### src/rtl/slime_pkg.sv
// Shared slime/court types and constants for the player controllers and the ball block.
package slime_pkg;

   localparam int unsigned SLIME_W        = 10;
   localparam int unsigned SLIME_VW       = 8;
   localparam int unsigned COURT_Y_GROUND = 479;
   localparam int unsigned COURT_X_HI     = 639;
   localparam int unsigned COURT_X_MID    = 320;

   typedef enum logic {GROUND, AIR} slime_state_t;

   typedef logic signed [SLIME_VW-1:0] vel_t;

endpackage

### src/rtl/slime_axis_clamp.sv
// Combinational saturating add-and-clamp: result = clamp(value + delta, lo, hi).
module slime_axis_clamp #(
   parameter int unsigned W = 10
) (
   input  logic [W-1:0]        i_value,
   input  logic signed [W+1:0] i_delta,
   input  logic [W-1:0]        i_lo,
   input  logic [W-1:0]        i_hi,
   output logic [W-1:0]        o_result_c
);

   logic signed [W+1:0] w_sum;

   // Two guard bits keep the sum from wrapping for any in-range value/delta pair.
   assign w_sum = $signed({2'b00, i_value}) + i_delta;

   always_comb begin
      o_result_c = w_sum[W-1:0];
      if (w_sum < $signed({2'b00, i_lo})) begin
         o_result_c = i_lo;
      end else if (w_sum > $signed({2'b00, i_hi})) begin
         o_result_c = i_hi;
      end
   end

endmodule

### src/rtl/slime_player_ctrl.sv
// Per-player slime physics: walking, three-level jumps, gravity, floor landing,
// ceiling clamp and half-court wall clamping, updated once per video frame.
module slime_player_ctrl
   import slime_pkg::*;
#(
   parameter int unsigned W        = SLIME_W,
   parameter int unsigned VW       = SLIME_VW,
   parameter int unsigned X_INIT   = 400,
   parameter int unsigned X_LO     = 0,
   parameter int unsigned X_HI     = COURT_X_HI,
   parameter int unsigned Y_GROUND = COURT_Y_GROUND,
   parameter int unsigned Y_TOP    = 0,
   parameter int unsigned SIZE     = 50,
   parameter int unsigned X_STEP   = 5,
   parameter int unsigned GRAVITY  = 1,
   parameter int unsigned VY_MAX   = 15,
   parameter int unsigned JUMP_HI  = 15,
   parameter int unsigned JUMP_MED = 12,
   parameter int unsigned JUMP_LO  = 10
) (
   input  logic                 frame_clk,
   input  logic                 Reset,
   input  logic                 en,
   input  logic                 key_left,
   input  logic                 key_right,
   input  logic [2:0]           key_jump,
   output logic [W-1:0]         pos_x,
   output logic [W-1:0]         pos_y,
   output logic [W-1:0]         size,
   output logic signed [VW-1:0] vel_y,
   output logic                 airborne,
   output logic                 landed
);

   localparam int unsigned NYW = VW + W + 1;

   slime_state_t        r_state,    w_state_nxt;
   logic [W-1:0]        r_pos_x,    w_pos_x_nxt;
   logic [W-1:0]        r_pos_y,    w_pos_y_nxt;
   logic signed [VW-1:0] r_vel_y,   w_vel_y_nxt;
   logic                r_armed,    w_armed_nxt;
   logic                r_airborne, w_airborne_nxt;
   logic                r_landed,   w_landed_nxt;

   logic signed [W+1:0]  w_dx;
   logic [W-1:0]         w_x_clamped;
   logic [W-1:0]         w_y_clamped;
   logic signed [NYW-1:0] w_ny;
   logic                 w_land;
   logic                 w_ceil;
   logic signed [VW:0]   w_vy_inc;
   logic signed [VW-1:0] w_vy_grav;
   logic signed [VW-1:0] w_jump_vel;

   always_comb begin
      w_dx = '0;
      if (key_right && !key_left) begin
         w_dx = $signed((W+2)'(X_STEP));
      end else if (key_left && !key_right) begin
         w_dx = -$signed((W+2)'(X_STEP));
      end
   end

   slime_axis_clamp #(.W(W)) u_x_clamp (
      .i_value    (r_pos_x),
      .i_delta    (w_dx),
      .i_lo       (W'(X_LO + SIZE)),
      .i_hi       (W'(X_HI - SIZE)),
      .o_result_c (w_x_clamped)
   );

   // Vertical step bounded between the ceiling (offset by the radius) and the floor.
   slime_axis_clamp #(.W(W)) u_y_clamp (
      .i_value    (r_pos_y),
      .i_delta    ((W+2)'(r_vel_y)),
      .i_lo       (W'(Y_TOP + SIZE)),
      .i_hi       (W'(Y_GROUND)),
      .o_result_c (w_y_clamped)
   );

   assign w_ny     = $signed(NYW'(r_pos_y)) + NYW'(r_vel_y);
   assign w_land   = w_ny >= $signed(NYW'(Y_GROUND));
   assign w_ceil   = (w_ny - $signed(NYW'(SIZE))) <= $signed(NYW'(Y_TOP));
   assign w_vy_inc = $signed({r_vel_y[VW-1], r_vel_y}) + $signed((VW+1)'(GRAVITY));
   assign w_vy_grav = (w_vy_inc > $signed((VW+1)'(VY_MAX))) ? $signed(VW'(VY_MAX))
                                                           : w_vy_inc[VW-1:0];

   always_comb begin
      if (key_jump[2]) begin
         w_jump_vel = -$signed(VW'(JUMP_HI));
      end else if (key_jump[1]) begin
         w_jump_vel = -$signed(VW'(JUMP_MED));
      end else begin
         w_jump_vel = -$signed(VW'(JUMP_LO));
      end
   end

   always_comb begin
      w_state_nxt    = r_state;
      w_pos_x_nxt    = r_pos_x;
      w_pos_y_nxt    = r_pos_y;
      w_vel_y_nxt    = r_vel_y;
      w_armed_nxt    = r_armed;
      w_airborne_nxt = r_airborne;
      w_landed_nxt   = 1'b0;
      if (en) begin
         w_pos_x_nxt = w_x_clamped;
         if (key_jump == 3'b000) begin
            w_armed_nxt = 1'b1;
         end
         case (r_state)
            GROUND: begin
               if (r_armed && (key_jump != 3'b000)) begin
                  w_vel_y_nxt = w_jump_vel;
                  w_state_nxt = AIR;
                  w_armed_nxt = 1'b0;
               end
            end
            AIR: begin
               w_pos_y_nxt = w_y_clamped;
               if (w_land) begin
                  w_vel_y_nxt  = '0;
                  w_state_nxt  = GROUND;
                  w_landed_nxt = 1'b1;
               end else if (w_ceil) begin
                  w_vel_y_nxt = '0;
               end else begin
                  w_vel_y_nxt = w_vy_grav;
               end
            end
            default: w_state_nxt = GROUND;
         endcase
         w_airborne_nxt = (w_state_nxt == AIR);
      end
   end

   always_ff @(posedge frame_clk or posedge Reset) begin
      if (Reset) begin
         r_state    <= GROUND;
         r_pos_x    <= W'(X_INIT);
         r_pos_y    <= W'(Y_GROUND);
         r_vel_y    <= '0;
         r_armed    <= 1'b1;
         r_airborne <= 1'b0;
         r_landed   <= 1'b0;
      end else begin
         r_state    <= w_state_nxt;
         r_pos_x    <= w_pos_x_nxt;
         r_pos_y    <= w_pos_y_nxt;
         r_vel_y    <= w_vel_y_nxt;
         r_armed    <= w_armed_nxt;
         r_airborne <= w_airborne_nxt;
         r_landed   <= w_landed_nxt;
      end
   end

   assign pos_x    = r_pos_x;
   assign pos_y    = r_pos_y;
   assign size     = W'(SIZE);
   assign vel_y    = r_vel_y;
   assign airborne = r_airborne;
   assign landed   = r_landed;

endmodule
### config.mk
export PLATFORM = sky130hd
export DESIGN_NAME = slime_player_ctrl
export DESIGN_NICKNAME = d
export VERILOG_FILES = /design/src/rtl/slime_pkg.sv /design/src/rtl/slime_axis_clamp.sv /design/src/rtl/slime_player_ctrl.sv
export SDC_FILE = /design/constraint.sdc
export NUM_CORES = 1
export LEC_CHECK = 0
export CAP_MARGIN = 20
export CORE_UTILIZATION = 50
export CTS_BUF_LIST = sky130_fd_sc_hd__clkbuf_8 sky130_fd_sc_hd__clkbuf_16
export CTS_CLUSTER_DIAMETER = 30
export CTS_CLUSTER_SIZE = 28
export DETAILED_ROUTE_END_ITERATION = 16
export HOLD_SLACK_MARGIN = 0.05
export MAX_ROUTING_LAYER = met4
export PLACE_DENSITY = 0.86
export REMOVE_ABC_BUFFERS = 1
export SLEW_MARGIN = 20
export SYNTH_ARGS = -nofsm -noshare
export SYNTH_HDL_FRONTEND = slang
export SYNTH_SLANG_ARGS = --single-unit
### constraint.sdc
create_clock -name frame_clk -period 3.1 [get_ports frame_clk]
set_input_delay 0.62 -clock frame_clk [delete_from_list [all_inputs] [get_ports frame_clk]]
set_output_delay 0.62 -clock frame_clk [all_outputs]
set_load 0.01 [all_outputs]
==> flow_summary_export.csv <==
group,metric,value,unit
clock_tree,clock_sinks,31,
worst_setup_path,slowest_stage,"or4_4",
clock_tree,hold_buffers,0,
sta,hold_viol,0,
sta,finalCritPeriodShare,102,%
floorplan,die_w,80.4,um
pwr,pwr-share-comb,81.8,%
pwr,total_power,0.00616,W
pwr,powerDensity,1410,mW/mm^2
clock_tree,numCtsBuffers,5,
global_route,grt_use_total,33.1,%
layout,nets,523,
worst_hold_path,hold_path.class,"reg2reg",
routing,wl_per_cell,19.0,um
floorplan,core,0.00592,mm^2
global_route,grt_pass1_wl,16100,um
sta,fin_ws,-73.2,ps
floorplan,rows,28,
worst_setup_path,path_max_fanout,8,
global_route,grt_max_degree,26,
synth,yosysMostFrequentCell,"nor2_1",
layout,area_growth_syn_to_layout,42.6,%
worst_setup_path,crit_type,"reg2reg",
routing,drc,0,
routing,drt_iter0_markers,390,
floorplan,die_h,80.4,um
synth,yosys.area.top_type,"dfrtp_1",
clock_tree,cts_tree,"built",
pwr,p_sw,0.00293,W
layout,antennaDiodeCount,0,
clock_tree,clk_latency,280,ps
routing,first_pass_iters,5,
clock_tree,htree_levels,2,
layout,fin_cells,562,
sta,rsz0062_at_grt,"yes",
floorplan,start_util,51.9,%
placed_design,placedInstanceArea,0.00400,mm^2
synth,synth_area,0.00307,mm^2
synth,yosysSeqAreaShare,25.7,%
sta,fmax,315,MHz
worst_setup_path,max_stage_delay,630,ps
synth,synth_cell_types,64,
worst_setup_path,startpoint_type,"flip-flop",
layout,drive_above_1_share,30.0,%
worst_setup_path,required,3290,ps
pwr,seqPwrFrac,13.3,%
pwr,power.share.clock,5.0,%
synth,synth_commonest_cells,"nor2_1 (36), nand2_1 (32), inv_1 (30)",
routing,postRouteAntennaNets,0,
sta,tightest_slew,655,ps
routing,wirelength,10700,um
synth,ys_top_cells_by_area,"dfrtp_1 (15%), ha_1 (11%), dfstp_2 (10%)",
global_route,antenna_found_initial,0,
synth,yosys.area.top_type_share,15.5,%
global_route,grt-ovfl-total,0,
pwr,total_leakage_power,1.96,nW
floorplan,dieArea,0.00646,mm^2
flow_run,cap_violations,0,
sta,final-setup-viol-count,11,
synth,synth_cells,373,
status,run_status,"complete, but fails checks",
synth,yosys_register_bits,31,
sta,period_minus_slack,3170,ps
worst_setup_path,path_cells,"ha_4 -> inv_2 -> fa_2 -> nand2b_4 -> a21oi_2 -> buf_4 -> o31ai_2 -> a211o_1 -> a21oi_1 -> o22ai_1 -> or4_4 -> o31ai_4",
layout,fin_util,74.0,%
routing,vias,3544,
clock_tree,clk_pin_slew,70,ps
pwr,vdd.ir_drop.worst,1.01,mV
placed_design,hpwl,6750,um
worst_setup_path,worstSetupEndpointType,"flip-flop",
status,violations,"setup timing",
clock_tree,cts_buffer_depth,2,
synth,async_reset_ff_share,100,%
floorplan,ios,48,
sta,skew,8.42,ps
synth,synth_flop_cell,"dfrtp_1",
placed_design,globalplace.congestion,0.944,
sta,relSlewSlack,56.2,%
global_route,grt_pass1_vias,3401,
synth,synth-edff-count,0,
worst_setup_path,worst_ep_arrival_time,3370,ps
sta,tns,-343,ps
sta,maxSlewViolCount,0,
synth,yosysWarnings,0,
pwr,internal_power,0.00323,W
routing,routed_via_density,6.31,
layout,final_cell_area,0.00438,mm^2
placed_design,io_buffers,37,
clock_tree,clock_tree.root_cell,"clkbuf_8",
synth,avgSynthCellArea,8.24,um^2
pwr,p_sw_share,47.6,%
placed_design,place_inst,547,
## power by group through the flow
stage	registers (W)	clock network (W)	logic (W)
2_1_floorplan	0.000894	0	0.00238
3_5_place_dp	0.000794	0	0.00423
3_3_place_gp	0.000787	0	0.00409
4_1_cts	0.000802	0.000308	0.00464
5_1_grt	0.000835	0.000322	0.00540
6_report	0.000818	0.000306	0.00504
## worst max-delay path: cells and delay by family (launching register included)
| kind | cells | cell delay, ps |
|---|---|---|
| AOI/OAI and AO/OA | 6 | 1040 |
| adders and majority gates | 2 | 510 |
| buffers and inverters | 2 | 190 |
| DFF | 1 | 550 |
| and+or+nand+nor | 2 | 800 |
## metal layers
layer  track usage, %  routed length (um)  share of wire, %  vias to the layer above
met1             39.7                4190                39                     1675
li1                 -                   -                 -                     1582
met2             54.3                5260                49                      230
met5                -                   0                 0                        -
met4             15.4                 466               4.4                        0
met3             5.11                 732               6.9                       57
## cell usage in the layout (no fill, tap or decap), types with 11 or more instances in the layout
cell type,n
nand3_1,11
buf_4,78
nand2_1,30
o211ai_1,11
nor2_1,34
inv_1,28
clkdlybuf4s50_1,35
a21oi_1,19
ha_1,21
dfrtp_1,19
dfstp_2,12
## layout make-up
type                            count  area [um^2]
Clock buffer                        5         68.8
Clock inverter                      3         15.0
Fill cell                         388         1540
Inverter                           30          113
Multi-Input combinational cell    301         2330
Sequential cell                    31          791
Tap cell                           75         93.8
Timing Repair Buffer              117          972
## what timing repair did
item | CTS | global route
endpoints found under the setup margin | 21 | 21
setup buffers | 6 | 2
pin swaps | 14 | 18
gates resized for setup | 37 | 20
cloned | 0 | 0
## logic make-up (layout without fill, tap and decap cells)
logic type	Yosys count	in the layout	synth area share, %
AO/OA/AOI/OAI	119	119	28.8
XOR/XNOR	16	16	4.81
adder cells (fa/ha/maj)	29	29	12.3
buffers and inverters	49	155	7.33
flip-flops	31	31	25.7
multiplexers	3	3	1.02
other	2	10	0.244
AND/OR/NAND/NOR	124	124	19.7
## state kept, by name (all words and copies together), names as in the netlist
signal,cells
pos_x,10
r_armed,1
vel_y,8
landed,1
airborne,1
pos_y,10
## path summary, 6_finish.rpt
path / startpoint / to / slack, ps / cells after the start
worst max-delay path: pos_y[0] / vel_y[3] / -70 / 12
worst min-delay path: pos_y[7] / pos_y[7] / 480 / 2
worst max register to register: pos_y[0] / vel_y[3] / -70 / 12
worst min register to register: pos_y[7] / pos_y[7] / 480 / 2
max in group asynchronous: Reset / pos_y[4] / 1860 / 4
min in group asynchronous: Reset / pos_y[9] / 560 / 2
## stage by stage
| step | hold WS (ps) | setup WS, ps |
|---|---|---|
| final | 478 | -73.2 |
| after global routing | 498 | -180 |
| after CTS | 479 | -60.3 |
| after detailed placement | 462 | -798 |
| after global placement | 461 | -638 |
| after floorplan | 468 | -282 |
(Power assumes the default switching activity.)
